==> src/rtl/cpr_pkg.sv <==
// Shared types, widths, descriptor field offsets and the lane-extract helper
// for the write-side scheduler of the merge FIFO bank.
package cpr_pkg;

  typedef enum logic {IDLE, DATA} state_t;

  localparam int CPR_LANE_W           = 2;
  localparam int CPR_DATA_W           = 24;
  localparam int CPR_FDSTI_W          = 28;
  localparam int CPR_FDSSI_W          = 12;
  localparam int CPR_SSI_W            = 8;
  localparam int CPR_CNT_W            = 8;
  // Lane FIFO occupancy ports are CPR_FIFO_DEPTH_WIDTH+1 bits wide on the bank.
  localparam int CPR_FIFO_DEPTH_WIDTH = 4;

  localparam int INFO_W    = CPR_FDSSI_W + CPR_SSI_W + CPR_CNT_W;
  localparam int FDSSI_OFF = CPR_SSI_W + CPR_CNT_W;
  localparam int SSI_OFF   = CPR_CNT_W;
  localparam int CNT_OFF   = 0;

  // Lane index is the low lane_w bits of the target sub-domain index.
  function automatic logic [31:0] lane_of(input logic [31:0] fdsti, input int lane_w);
    return fdsti & ((32'd1 << lane_w) - 32'd1);
  endfunction

endpackage

==> src/rtl/cpr_info_slot.sv <==
// One-lane descriptor hold register: loads on publish, holds valid until the
// merge reader acknowledges with tready.
module cpr_info_slot #(
  parameter int INFO_W = 28
) (
  input  logic              clk,
  input  logic              rst_n,
  input  logic              load,
  input  logic [INFO_W-1:0] fields,
  input  logic              tready,
  output logic              tvalid,
  output logic [INFO_W-1:0] info
);

  always_ff @(posedge clk or negedge rst_n) begin
    if (!rst_n) begin
      tvalid <= 1'b0;
      info   <= '0;
    end else if (load) begin
      tvalid <= 1'b1;
      info   <= fields;
    end else if (tvalid && tready) begin
      tvalid <= 1'b0;
    end
  end

endmodule

==> src/rtl/cpr_wr_sched.sv <==
// Write-side scheduler: steers header-framed beat blocks into lane FIFOs and
// publishes a per-lane descriptor once a block is resident. Optional FDSSI
// ordering check enabled by defining CPR_WR_SCHED_ORDER_CHK_EN.
module cpr_wr_sched
  import cpr_pkg::*;
#(
  parameter int LANE_W  = CPR_LANE_W,
  parameter int DATA_W  = CPR_DATA_W,
  parameter int FDSTI_W = CPR_FDSTI_W,
  parameter int FDSSI_W = CPR_FDSSI_W,
  parameter int SSI_W   = CPR_SSI_W,
  parameter int CNT_W   = CPR_CNT_W,
  parameter int INFO_W  = FDSSI_W + SSI_W + CNT_W
) (
  input  logic                          clk,
  input  logic                          rst_n,
  input  logic                          hdr_valid,
  output logic                          hdr_ready,
  input  logic [FDSTI_W-1:0]            hdr_fdsti,
  input  logic [FDSSI_W-1:0]            hdr_fdssi,
  input  logic [SSI_W-1:0]              hdr_ssi,
  input  logic [CNT_W-1:0]              hdr_cnt,
  input  logic                          beat_valid,
  output logic                          beat_ready,
  input  logic [DATA_W-1:0]             beat_data,
  output logic [(2**LANE_W)-1:0]        wrreq,
  output logic [DATA_W*(2**LANE_W)-1:0] data,
  input  logic [(2**LANE_W)-1:0]        full,
  output logic [(2**LANE_W)-1:0]        info_tvalid,
  input  logic [(2**LANE_W)-1:0]        info_tready,
  output logic [INFO_W*(2**LANE_W)-1:0] info,
  output logic                          busy,
  output logic                          err_zero_cnt,
  output logic                          err_order,
  output logic [15:0]                   blk_done
);

  localparam int N = 2**LANE_W;

  state_t             state_reg, state_next;
  logic [LANE_W-1:0]  lane_h, lane_reg;
  logic [FDSSI_W-1:0] fdssi_reg;
  logic [SSI_W-1:0]   ssi_reg;
  logic [CNT_W-1:0]   cnt_reg, beat_cnt_reg;
  logic [15:0]        blk_done_reg;
  logic               err_zero_reg;
  logic               hdr_acc, beat_acc, last_beat;
  logic [INFO_W-1:0]  fields;

  assign lane_h    = LANE_W'(lane_of(32'(hdr_fdsti), LANE_W));
  assign hdr_acc   = hdr_valid && hdr_ready;
  assign beat_acc  = beat_valid && beat_ready;
  assign last_beat = beat_acc && (beat_cnt_reg == cnt_reg - CNT_W'(1));
  assign fields    = {fdssi_reg, ssi_reg, cnt_reg};

  always_comb begin
    state_next = state_reg;
    hdr_ready  = 1'b0;
    beat_ready = 1'b0;
    case (state_reg)
      IDLE: begin
        // A lane's header waits until its descriptor slot is free, so a
        // publish can never collide with a tready on the same slot.
        hdr_ready = !info_tvalid[lane_h];
        if (hdr_valid && hdr_ready && (hdr_cnt != '0))
          state_next = DATA;
      end
      DATA: begin
        beat_ready = !full[lane_reg];
        if (last_beat)
          state_next = IDLE;
      end
      default: state_next = IDLE;
    endcase
  end

  always_ff @(posedge clk or negedge rst_n) begin
    if (!rst_n) begin
      state_reg    <= IDLE;
      lane_reg     <= '0;
      fdssi_reg    <= '0;
      ssi_reg      <= '0;
      cnt_reg      <= '0;
      beat_cnt_reg <= '0;
      blk_done_reg <= '0;
      err_zero_reg <= 1'b0;
    end else begin
      state_reg    <= state_next;
      err_zero_reg <= hdr_acc && (hdr_cnt == '0);
      if (hdr_acc && (hdr_cnt != '0)) begin
        lane_reg     <= lane_h;
        fdssi_reg    <= hdr_fdssi;
        ssi_reg      <= hdr_ssi;
        cnt_reg      <= hdr_cnt;
        beat_cnt_reg <= '0;
      end else if (beat_acc) begin
        beat_cnt_reg <= beat_cnt_reg + CNT_W'(1);
      end
      if (last_beat)
        blk_done_reg <= blk_done_reg + 16'd1;
    end
  end

  assign busy         = (state_reg == DATA);
  assign err_zero_cnt = err_zero_reg;
  assign blk_done     = blk_done_reg;

  generate
    for (genvar gi = 0; gi < N; gi++) begin : g_lane
      assign wrreq[gi] = beat_acc && (lane_reg == LANE_W'(gi));
      assign data[gi*DATA_W +: DATA_W] = beat_data;

      cpr_info_slot #(
        .INFO_W (INFO_W)
      ) u_slot (
        .clk    (clk),
        .rst_n  (rst_n),
        .load   (last_beat && (lane_reg == LANE_W'(gi))),
        .fields (fields),
        .tready (info_tready[gi]),
        .tvalid (info_tvalid[gi]),
        .info   (info[gi*INFO_W +: INFO_W])
      );
    end
  endgenerate

`ifdef CPR_WR_SCHED_ORDER_CHK_EN
  logic [FDSSI_W-1:0] last_fdssi_reg [N];
  logic [N-1:0]       seen_reg;
  logic               err_order_reg;

  always_ff @(posedge clk or negedge rst_n) begin
    if (!rst_n) begin
      for (int i = 0; i < N; i++)
        last_fdssi_reg[i] <= '0;
      seen_reg      <= '0;
      err_order_reg <= 1'b0;
    end else begin
      // Zero-count headers are accepted too, so they take part in ordering.
      err_order_reg <= hdr_acc && seen_reg[lane_h] && (hdr_fdssi <= last_fdssi_reg[lane_h]);
      if (hdr_acc) begin
        last_fdssi_reg[lane_h] <= hdr_fdssi;
        seen_reg[lane_h]       <= 1'b1;
      end
    end
  end

  assign err_order = err_order_reg;
`else
  assign err_order = 1'b0;
`endif

endmodule

==> config.mk <==
export PLATFORM = sky130hd
export DESIGN_NAME = cpr_wr_sched
export DESIGN_NICKNAME = d
export VERILOG_FILES = /design/src/rtl/cpr_pkg.sv /design/src/rtl/cpr_info_slot.sv /design/src/rtl/cpr_wr_sched.sv
export SDC_FILE = /design/constraint.sdc
export NUM_CORES = 1
export LEC_CHECK = 0
export ABC_AREA = 1
export ABC_CLOCK_PERIOD_IN_PS = 5000
export BUFFER_PORTS_ARGS = -buffer_cell sky130_fd_sc_hd__clkbuf_2
export CAP_MARGIN = 20
export CORE_MARGIN = 8
export CORE_UTILIZATION = 40
export DETAILED_ROUTE_END_ITERATION = 10
export PLACE_DENSITY = 0.71
export SLEW_MARGIN = 20
export SYNTH_ARGS = -nofsm -noshare
export SYNTH_HDL_FRONTEND = slang
export SYNTH_SLANG_ARGS = --single-unit
==> constraint.sdc <==
create_clock -name clk -period 5 [get_ports clk]
set_input_delay 1.5 -clock clk [delete_from_list [all_inputs] [get_ports clk]]
set_output_delay 1.5 -clock clk [all_outputs]
set_load 0.02 [all_outputs]
# --- Word-level counts from Yosys, hierarchy flattened ---
# Index checks and enable logic that the tools add are counted.
classes:
  add_sub_neg: 3
  n_mul: 0
  div: 0
  order_cmp: 2
  n_eq_ne: 4
  n_shift: 0
  n_mux: 19
  n_bitwise: 1
  n_reduce_logical: 29
op_table:
  columns: ["operator", "n"]
  rows:
  - ["$logic_and 1x1->1", 19]
  - ["$add 16x1->16 const B", 1]
  - ["$mux 8", 2]
  - ["$mux 1", 14]
  - ["$reduce_bool 2->1", 5]
  - ["$add 8x1->8 const B", 1]
  - ["$eq 8x8->1", 1]
  - ["$logic_not 8->1", 1]
  - ["$reduce_bool 8->1", 1]
  - ["$sub 8x1->8 const B", 1]
  - ["$lt 2x3->1 const B", 2]
  - ["$bmux 1 s2", 2]
  - ["$eq 2x2->1 const B", 2]
  - ["$eq 2x1->1 const B", 1]
  - ["$logic_not 1->1", 2]
  - ["$logic_not 2->1", 1]
  - ["$pmux 1 s2", 1]
  - ["$not 1->1", 1]
word_totals:
  regBits: 172
  latchBits: 0
  mem_bits_rw: 0
  rom_bits: 0
  output_inout_bits: 237
  memories: 0

# --- Depth between registers and ports, before layout ---
depth:
  ltp_word: 8
  mapped_depth: 15
  mapped_depth_nobuf: 13

# --- Modules after synthesis ---
# A second synthesis with hierarchy kept.
hier_totals:
  cells_unflattened: 1028
  area_unflattened_um2: 8369.3
modules_own_cells:
  columns: ["module", "n_inst", "cells_each", "area_each_um2", "seq_area_each_um2"]
  rows:
  - ["cpr_info_slot", 4, 123, 1113.6, 725.7]
  - ["cpr_wr_sched", 1, 536, 3915.0, 1401.3]

# --- Worst setup path before layout ---
# No wires, ideal clock.
synth_path:
  kind: "input -> output"
  start: "in full[3]"
  end: "out wrreq[0]"
  arrival_ns: 2.655
  slack_ns: 0.845
  path_stages: 6
  n_path_buf: 1
  cell_sequence: "nand3_1 nand2_1 nor3_4 buf_2 inv_1 nor3_1"
synth_between:
  elab_chain_cells: 6
synth_lines:
  columns: ["element", "line_no", "rtl"]
  rows:
  - ["start, declared", "cpr_wr_sched.sv:28", "input logic [(2**LANE_W)-1:0] full,"]
  - ["$bmux 1 s2", "cpr_wr_sched.sv:69", "beat_ready = !full[lane_reg];"]
  - ["$mux 1 (not written as such)", "cpr_wr_sched.sv:69", null]
  - ["$logic_not 1->1", "cpr_wr_sched.sv:69", null]
  - ["$mux 1", "cpr_wr_sched.sv:60", "case (state_reg)"]
  - ["$logic_and 1x1->1", "cpr_wr_sched.sv:52", "assign beat_acc = beat_valid && beat_ready;"]
  - ["$logic_and 1x1->1", "cpr_wr_sched.sv:110", "assign wrreq[gi] = beat_acc && (lane_reg == LANE_W'(gi));"]
  - ["end, declared", "cpr_wr_sched.sv:26", "output logic [(2**LANE_W)-1:0] wrreq,"]
# No other way between the ends. The select of a mux whose other input is x is not followed.

# --- Worst setup path in the final report ---
# Ends and elaborated chain as after synthesis.

==> metrics <==
CP Data Arrival Time=2.51 ns; max reg flops=112; Finished Core Util=0.452; Via Count=7095; Worst Setup EP=wrreq[0]; TritonCTS Buffers=17; Netlist cell types=25; WL final=24100 um; Fin Setup TNS=0 ns; Worst EP required=3.50 ns; initial detailed-routing violation count=488; DR pass1 iterations=6; Worst Setup Path Type=input pin to primary output; H-tree depth=4; Net Sw Frac=0.425; layout cells sized above 1=0.215; RePlAce Congestion=0.845; hold_buf cts=0; vias in the first global route=6930; Final HPWL DP=16100 um; Crit Path Max Fanout=7; status=finished, final reports clean; Seq/Total Area, Yosys=0.501; Min Hold Slack=0.471 ns; latest clock arrival within the worst-skew pair=0.42 ns; Max Clk Rate=250 MHz; Core Box Area=0.0210 mm2; clock slew at reported path FFs=0.07 ns; Power Internal=2820 uW; # IOs=329; die area=0.0264 mm2; Initial Util=0.408; # DRC=0; largest net degree at the start of global routing=99; Critical R2R Capture=g_lane[0].u_slot.info[26]; port buffer count=181; Vias per Instance=5.13; final net count=1188; maximum vdd ir drop=0.000237 V; setup slack, reg-to-reg=1.47 ns; syn avg cell area=8.26 um2; mapped cell area=0.00858 mm2; final hold vios=0; Die X=162 um; Leak=0.00532 uW; crit path from=full[3]; grt ovf=0; fin crit period=4.01 ns; crit start category=input pin; Clock power frac=0.279; Worst Tran Pin Value=0.997 ns; post-synthesis register bit count=172; clk sink count=172; switching power=2080 uW; Max Buffers Root-to-Sink=2; endpoint class of the critical path=primary output; final-report setup violation count=0; area grow syn2layout=10.7%; Root Buffer=clkbuf_16; RSZ-0062 raised after global routing=false; reported max-cap violation count=0; initial antenna violation count=2; CTS tree=yes; Die Y=162 um; Syn Inst Count=1039; sequential share of power=0.413; post_cts resized=0; launching point of the worst reg2reg path=cnt_reg[0]; normalized max-slew margin=0.333; depth of the most critical reg-to-reg path=11; Max Transition Viols Final=0; worst hold path type=flip-flop to flip-flop; post-CTS setup repair buffer count=0; Logic pwr share=0.309; DR WL/cell=17.4 um; gr usage total=0.182; Synth warnings=0; Fin Clk Skew=0.0113 ns; first-pass GRT wire length=38000 um; Final ANT Viol Nets=0; Site Rows=53; fin crit share=0.801; syn_nets=1134; power per cell area=516 mW/mm2
[kinds of logic after synthesis]
kind of cell	Yosys count	share of synthesized area
buffers and inverters	204	0.146
XOR/XNOR	13	0.0133
AND/OR/NAND/NOR	623	0.321
adder cells (fa/ha/maj)	3	0.00437
other	1	0.000437
flip-flops	172	0.501
AO/OA/AOI/OAI	23	0.0134
[power groups by stage]
| stage | registers [uW] | clock network [uW] | logic, uW |
|---|---|---|---|
| after floorplan | 2070 | 0 | 1030 |
| after global placement | 2030 | 0 | 1490 |
| after detailed placement | 2040 | 0 | 1510 |
| after CTS | 2020 | 1380 | 1520 |
| after global routing | 2060 | 1440 | 1680 |
| final | 2020 | 1370 | 1510 |
[metal layers]
layer  up-vias  share of wire  GRT usage  wire length [um]
met5         -        0.00071          0                17
met4         4          0.019     0.0623               457
met3        33          0.090     0.0609              2170
met2       280           0.47      0.292             11300
met1      3369           0.42      0.226             10100
li1       3409              -          -                 -
[placed cells by master (no fill, tap or decap), types with 2 or more instances in the layout]
cell	count
a21oi_1	5
buf_4	16
bufinv_16	2
clkbuf_16	17
clkbuf_2	180
clkinv_2	2
clkinv_4	2
clkinv_8	2
dfrtp_1	172
ha_1	3
inv_1	39
inv_6	5
nand2_1	411
nand3_1	32
nand4_1	131
nor2_1	28
nor2_2	3
nor2_4	2
nor3_1	11
nor4_1	2
o21ai_0	15
o21ai_1	3
xnor2_1	7
xor2_1	6
[worst min path at each step]
stage	start	end	slack [ns]	cells past startpoint
finish	g_lane[0].u_slot.info[16]	g_lane[0].u_slot.info[16]	0.47	2
CTS	g_lane[0].u_slot.info[2]	g_lane[0].u_slot.info[2]	0.47	2
global route	g_lane[1].u_slot.info[26]	g_lane[1].u_slot.info[26]	0.49	2
floorplan	beat_cnt_reg[6]	beat_cnt_reg[6]	0.50	2
detailed placement	g_lane[0].u_slot.info[2]	g_lane[0].u_slot.info[2]	0.46	2
global placement	g_lane[0].u_slot.info[6]	g_lane[0].u_slot.info[6]	0.45	2
[worst max-delay path, cell delays in order]
cell	delay, ns
clkbuf_2	0.08
nand3_1	0.07
nand2_1	0.11
nor3_4	0.20
inv_1	0.19
nor3_1	0.17
clkbuf_2	0.19
[cell type report]
class | count | area, um2
Fill cell | 2045 | 11500
Sequential cell | 172 | 4300
Multi-Input combinational cell | 663 | 3040
Timing Repair Buffer | 198 | 1050
Clock buffer | 17 | 425
Tap cell | 275 | 344
Clock inverter | 15 | 183
Inverter | 41 | 154
Antenna cell | 1 | 2.50
[metrics by stage]
step | total power [uW] | cell area [um2] | worst slack, ns | std cells
detailed placement | 3550 | 8890 | 0.807 | 1349
floorplan | 3100 | 8580 | 0.845 | 1039
finish | 4900 | 9510 | 0.994 | 1382
global placement | 3520 | 8890 | 0.837 | 1349
global route | 5190 | 9500 | 0.878 | 1381
CTS | 4930 | 9500 | 0.986 | 1381
[cells in the mapped netlist]
| cell type | instances | area (um2) |
|---|---|---|
| nor3_1 | 11 | 55.1 |
| nor2_1 | 30 | 113 |
| nand3b_1 | 1 | 7.51 |
| nor2_2 | 2 | 12.5 |
| o21ai_1 | 3 | 15.0 |
| clkinv_1 | 1 | 3.75 |
| xnor2_1 | 7 | 61.3 |
| nand2_1 | 411 | 1540 |
| o21ai_0 | 15 | 75.1 |
| buf_6 | 4 | 45.0 |
| nand3_1 | 33 | 165 |
| nor4_1 | 2 | 12.5 |
| buf_2 | 22 | 110 |
| a21oi_1 | 5 | 25.0 |
| ha_1 | 3 | 37.5 |
| nand4_1 | 131 | 820 |
| clkbuf_1 | 22 | 82.6 |
| dfrtp_1 | 172 | 4300 |
| inv_2 | 1 | 3.75 |
| nor2_4 | 1 | 11.3 |
| xor2_1 | 6 | 52.6 |
| buf_4 | 115 | 863 |
| nor3_4 | 1 | 16.3 |
| inv_1 | 39 | 146 |
| conb_1 | 1 | 3.75 |
(Power assumes the default switching activity.)
